`src/rtl/cache_axi_bridge_pkg.sv`:
```
// Shared state encodings, burst constants and address alignment for the cache-to-AXI bridge.
package cache_axi_bridge_pkg;

   typedef enum logic [1:0] {R_IDLE, R_AR, R_DATA} rstate_e;
   typedef enum logic [1:0] {W_IDLE, W_AW, W_DATA, W_RESP} wstate_e;

   localparam logic [2:0] LINE_TYPE = 3'b100;
   localparam logic [7:0] LINE_LEN  = 8'd3;
   localparam logic [7:0] WORD_LEN  = 8'd0;

   // Lines start on a 16-byte boundary, single words on a 4-byte boundary.
   function automatic logic [31:0] alignAddr(input logic [31:0] addr, input logic isLine);
      return isLine ? (addr & ~32'h0000_000F) : (addr & ~32'h0000_0003);
   endfunction

endpackage

```
`src/rtl/cache_axi_bridge.sv`:
```
// Bridges cache read/write requests onto AXI: independent read and write FSMs,
// with reads stalled while a write to the same line is still in flight.
module cache_axi_bridge
   import cache_axi_bridge_pkg::*;
(
   input  logic         clk,
   input  logic         resetn,
   input  logic         rd_req,
   input  logic [2:0]   rd_type,
   input  logic [31:0]  rd_addr,
   output logic         rd_rdy,
   output logic         ret_valid,
   output logic         ret_last,
   output logic [31:0]  ret_data,
   input  logic         wr_req,
   input  logic [2:0]   wr_type,
   input  logic [31:0]  wr_addr,
   input  logic [3:0]   wr_wstrb,
   input  logic [127:0] wr_data,
   output logic         wr_rdy,
   output logic         arvalid,
   input  logic         arready,
   output logic [31:0]  araddr,
   output logic [7:0]   arlen,
   input  logic         rvalid,
   input  logic [31:0]  rdata,
   input  logic         rlast,
   output logic         awvalid,
   input  logic         awready,
   output logic [31:0]  awaddr,
   output logic [7:0]   awlen,
   output logic         wvalid,
   input  logic         wready,
   output logic [31:0]  wdata,
   output logic [3:0]   wstrb,
   output logic         wlast,
   input  logic         bvalid
);

   rstate_e        rState_q, rState_d;
   logic [31:0]    araddr_q, araddr_d;
   logic [7:0]     arlen_q, arlen_d;

   wstate_e        wState_q, wState_d;
   logic [31:0]    awaddr_q, awaddr_d;
   logic [7:0]     awlen_q, awlen_d;
   logic [3:0]     wstrb_q, wstrb_d;
   logic [127:0]   wBuf_q, wBuf_d;
   logic [1:0]     beat_q, beat_d;

   logic           hit;
   logic           rdLine;
   logic           wrLine;
   logic           lastBeat;

   // A read may not overtake a write to the same line, whether it is in flight or being accepted now.
   assign hit = ((wState_q != W_IDLE) && (awaddr_q[31:4] == rd_addr[31:4]))
             || (wr_req && wr_rdy && (wr_addr[31:4] == rd_addr[31:4]));

   assign rdLine    = (rd_type == LINE_TYPE);
   assign wrLine    = (wr_type == LINE_TYPE);
   assign lastBeat  = (beat_q == awlen_q[1:0]);

   assign rd_rdy    = (rState_q == R_IDLE) && !hit;
   assign arvalid   = (rState_q == R_AR);
   assign araddr    = araddr_q;
   assign arlen     = arlen_q;
   assign ret_valid = (rState_q == R_DATA) && rvalid;
   assign ret_last  = (rState_q == R_DATA) && rlast;
   assign ret_data  = (rState_q == R_DATA) ? rdata : 32'h0;

   assign wr_rdy    = (wState_q == W_IDLE);
   assign awvalid   = (wState_q == W_AW);
   assign awaddr    = awaddr_q;
   assign awlen     = awlen_q;
   assign wvalid    = (wState_q == W_DATA);
   assign wdata     = wBuf_q[{beat_q, 5'b0} +: 32];
   assign wstrb     = wstrb_q;
   assign wlast     = wvalid && lastBeat;

   always_comb begin
      rState_d = rState_q;
      araddr_d = araddr_q;
      arlen_d  = arlen_q;
      case (rState_q)
         R_IDLE: begin
            if (rd_req && rd_rdy) begin
               rState_d = R_AR;
               araddr_d = alignAddr(rd_addr, rdLine);
               arlen_d  = rdLine ? LINE_LEN : WORD_LEN;
            end
         end
         R_AR:    if (arready) rState_d = R_DATA;
         R_DATA:  if (rvalid && rlast) rState_d = R_IDLE;
         default: rState_d = R_IDLE;
      endcase
   end

   always_ff @(posedge clk or negedge resetn) begin
      if (!resetn) begin
         rState_q <= R_IDLE;
         araddr_q <= 32'h0;
         arlen_q  <= 8'h0;
      end else begin
         rState_q <= rState_d;
         araddr_q <= araddr_d;
         arlen_q  <= arlen_d;
      end
   end

   // Beat counter only moves on a completed W handshake, so wdata holds through wready stalls.
   always_comb begin
      wState_d = wState_q;
      awaddr_d = awaddr_q;
      awlen_d  = awlen_q;
      wstrb_d  = wstrb_q;
      wBuf_d   = wBuf_q;
      beat_d   = beat_q;
      case (wState_q)
         W_IDLE: begin
            if (wr_req) begin
               wState_d = W_AW;
               wBuf_d   = wr_data;
               awaddr_d = alignAddr(wr_addr, wrLine);
               awlen_d  = wrLine ? LINE_LEN : WORD_LEN;
               wstrb_d  = wrLine ? 4'hF : wr_wstrb;
               beat_d   = 2'd0;
            end
         end
         W_AW: if (awready) wState_d = W_DATA;
         W_DATA: begin
            if (wready) begin
               if (lastBeat) begin
                  wState_d = W_RESP;
                  beat_d   = 2'd0;
               end else begin
                  beat_d   = beat_q + 2'd1;
               end
            end
         end
         W_RESP:  if (bvalid) wState_d = W_IDLE;
         default: wState_d = W_IDLE;
      endcase
   end

   always_ff @(posedge clk or negedge resetn) begin
      if (!resetn) begin
         wState_q <= W_IDLE;
         awaddr_q <= 32'h0;
         awlen_q  <= 8'h0;
         wstrb_q  <= 4'h0;
         wBuf_q   <= 128'h0;
         beat_q   <= 2'd0;
      end else begin
         wState_q <= wState_d;
         awaddr_q <= awaddr_d;
         awlen_q  <= awlen_d;
         wstrb_q  <= wstrb_d;
         wBuf_q   <= wBuf_d;
         beat_q   <= beat_d;
      end
   end

endmodule

```
`config.mk`:
```
export PLATFORM = sky130hd
export DESIGN_NAME = cache_axi_bridge
export DESIGN_NICKNAME = d
export VERILOG_FILES = /design/src/rtl/cache_axi_bridge_pkg.sv /design/src/rtl/cache_axi_bridge.sv
export SDC_FILE = /design/constraint.sdc
export NUM_CORES = 1
export LEC_CHECK = 0
export ABC_AREA = 1
export CORE_AREA = 2 2 157 159
export DETAILED_ROUTE_END_ITERATION = 8
export DIE_AREA = 0 0 159 161
export GPL_TIMING_DRIVEN = 1
export PLACE_DENSITY_LB_ADDON = 0.25
export SLEW_MARGIN = 0
export SYNTH_ARGS = -nofsm -noshare
export SYNTH_HDL_FRONTEND = slang
export SYNTH_SLANG_ARGS = --single-unit
```
`constraint.sdc`:
```
create_clock -name clk -period 3.9 [get_ports clk]
set_clock_uncertainty 0.15 [all_clocks]
set_input_delay 0.585 -clock clk [delete_from_list [all_inputs] [get_ports clk]]
set_output_delay 0.585 -clock clk [all_outputs]
set_load 0.01 [all_outputs]
```
==> reports/results.txt <==
Outcome: completed
Final period util: 89.0%
Final instance area: 0.0147 mm2
DRT Wirelength: 32300 um
Synth area leaders: dfrtp_1 50%, nand2_1 24%, nor2_1 5.4%
Hold Buf Count CTS: 0
Max_cap viols: 0
Hold Crit Class: input port to asynchronous set/reset pin
Post-CTS Resized: 0
Nets@finish: 1993
Global placement routability congestion: 0.859
Cell taking the most area after synthesis: dfrtp_1
H-tree depth: 4
Pre-CTS WS: 0.607 ns
# port buffers: 379
GRT Total Usage: 24.8%
Yosys top cell area share: 49.8%
HPWL after detailed placement: 23000 um
Crit path launch type: register
WS Path Type: register to output port
Final setup viols: 0
Cell Area, Placed: 0.0141 mm2
Die H: 161 um
Vias in the first global route: 9679
CTS Buffer Depth: 2
First-pass GRT wire length: 50500 um
Die area: 0.0256 mm2
CTS tree: yes
CTS Buf Count: 17
PnR Total Power: 10.3 mW
Synth cell types: 26
Power Density: 699 mW/mm2
Most frequent cells in the layout: 632 x nand2_1, 378 x clkdlybuf4s50_1, 199 x dfrtp_1
Cell Area, Synth: 0.0100 mm2
Worst Tran Pin Value: 0.820 ns
WL/cell: 15.5 um
Routed vias/inst: 4.86
Final core occ: 61.2%
DR vias: 10123
LEAKAGE: 7.45 nW
Commonest non-fill, non-tap cell in the layout: nand2_1
Reg clk slew, reported paths: 0.08 ns
Initial antenna violation count: 1
Post-route antenna net violation count: 0
Simple-gate portion of the synthesized area: 31.7%
Hold Slack: 0.0541 ns
Final TNS setup: 0 ns
Die X: 159 um
Largest net degree at the start of global routing: 171
Max Fclk: 288 MHz
Fin. Hold Viols: 0
Area delta synth->final: 46.1%
Layout cells sized above 1: 3.19%
Grt total ovfl: 0
Critical Path AT: 2.74 ns
RSZ-0062 raised after global routing: false
Slowest cell on crit path: clkdlybuf4s50_1
Root Buffer: clkbuf_16
Synth Area in Adders: 0.623%
CP required: 3.16 ns
Yosys reg bits: 200
TritonRoute pass-1 iters: 7
Post-Syn Instances: 1402
Number of clock sinks: 200
Row count: 57
Fin worst setup slack: 0.429 ns
Iteration-0 DRC Markers: 785
# IOs: 400
Seq/Total Area, Yosys: 49.8%
Crit-path cells: inv_1 -> ha_1 -> inv_1 -> nand2_1 -> nor2_1 -> nand2_1 -> nor2_1 -> nand2_1 -> nor2_1 -> nor2_2 -> and2_1 -> clkdlybuf4s50_1
Max rail drop VDD: 0.357 mV
# DRC: 0
Mux cell area share after synthesis: 0%
Fin. max-slew vios: 0
Non-Filler Instances: 2082
Worst-Skew Late Latency: 0.44 ns
Initial Utilization: 41.9%
Avg Inst Size Synth: 7.16 um2
Final min period: 3.47 ns
Synth Area in Compound Gates: 8.05%
Critical Path Sink Type: output port
Main combinational cell family by area after synthesis: simple AND/OR/NAND/NOR gates
Post-CTS setup buffer count: 0
Yosys warning total: 0
Worst path max stage delay: 0.50 ns
Worst slew margin: 45.3%
Core area: 0.0240 mm2
XOR/XNOR Fraction of Synth Area: 0.523%
Crit path max fanout: 4
Placed instance count: 2049
==> synth_stat cells, drive strengths merged <==
| library cell | n |
|---|---|
| a21oi | 3 |
| a221oi | 1 |
| a22o | 2 |
| and2 | 1 |
| buf | 25 |
| clkbuf | 62 |
| clkinv | 1 |
| conb | 1 |
| dfrtp | 200 |
| ha | 5 |
| inv | 136 |
| nand2 | 634 |
| nand3 | 5 |
| nand4 | 33 |
| nor2 | 144 |
| nor3b | 1 |
| o21ai | 105 |
| o22a | 4 |
| o22ai | 33 |
| xnor2 | 3 |
| xor2 | 3 |
==> flip-flops by register name, summed over array words and instances, names as in the netlist <==
name and count:
araddr 30, arlen 1, awaddr 30, awlen 1, beat_q 2, rState_q 2
wBuf_q 128, wState_q 2, wstrb 4
==> final timing paths <==
| check | slack, ns | start | cells after the start | endpoint |
|---|---|---|---|---|
| worst max-delay path | 0.43 | wState_q[0]$_DFFE_PN0P_ | 12 | rd_rdy |
| max in group asynchronous | 2.66 | resetn | 2 | wBuf_q[88]$_DFFE_PN0P_ |
| worst min register to register | 0.32 | araddr[30]$_DFFE_PN0P_ | 2 | araddr[30]$_DFFE_PN0P_ |
| worst max register to register | 1.16 | wState_q[0]$_DFFE_PN0P_ | 13 | araddr[3]$_DFFE_PN0P_ |
| worst min-delay path | 0.05 | resetn | 1 | araddr[5]$_DFFE_PN0P_ |
| min in group clk | 0.32 | araddr[30]$_DFFE_PN0P_ | 2 | araddr[30]$_DFFE_PN0P_ |
==> worst max-delay path: cells and delay by family, from the launching register on <==
kind          cells  cell delay [ns]
fa+ha+maj         1             0.30
flops             1             0.40
simple gates      8             0.81
buf+inv           3             0.80
==> area by class of cell <==
type	count	area (um2)
tap	324	405
multi-input combinational	993	4190
clock inverter	14	175
sequential	200	5010
fill	2204	9290
antenna	1	2.50
timing repair buffer	395	3940
inverter	137	517
clock buffer	18	439
==> cells by family (layout without fill, tap and decap cells) <==
group / count (synthesis) / after routing
and+or+nand+nor: 818 / 818
other: 1 / 17
adders and majority gates: 5 / 5
AOI/OAI and AO/OA: 148 / 148
buffers and inverters: 224 / 564
DFF: 200 / 200
xor gates and xnor gates: 6 / 6
==> metal layers <==
layer	GRT usage [%]	vias up	routed length (um)	share of wire (%)
met5	0	-	0	0
met4	7.93	0	675	2.1
met3	5.24	39	2570	8.0
met2	41.5	417	15400	48
met1	32.5	4708	13600	42
li1	-	4959	-	-
==> report_power, final <==
part	internal, mW	switching [mW]	total [mW]
combinational	2.28	2.49	4.77
clock	0.942	0.893	1.84
sequential	3.03	0.629	3.66
total	6.25	4.01	10.3
Note: power is estimated with default switching activity, not from simulation.
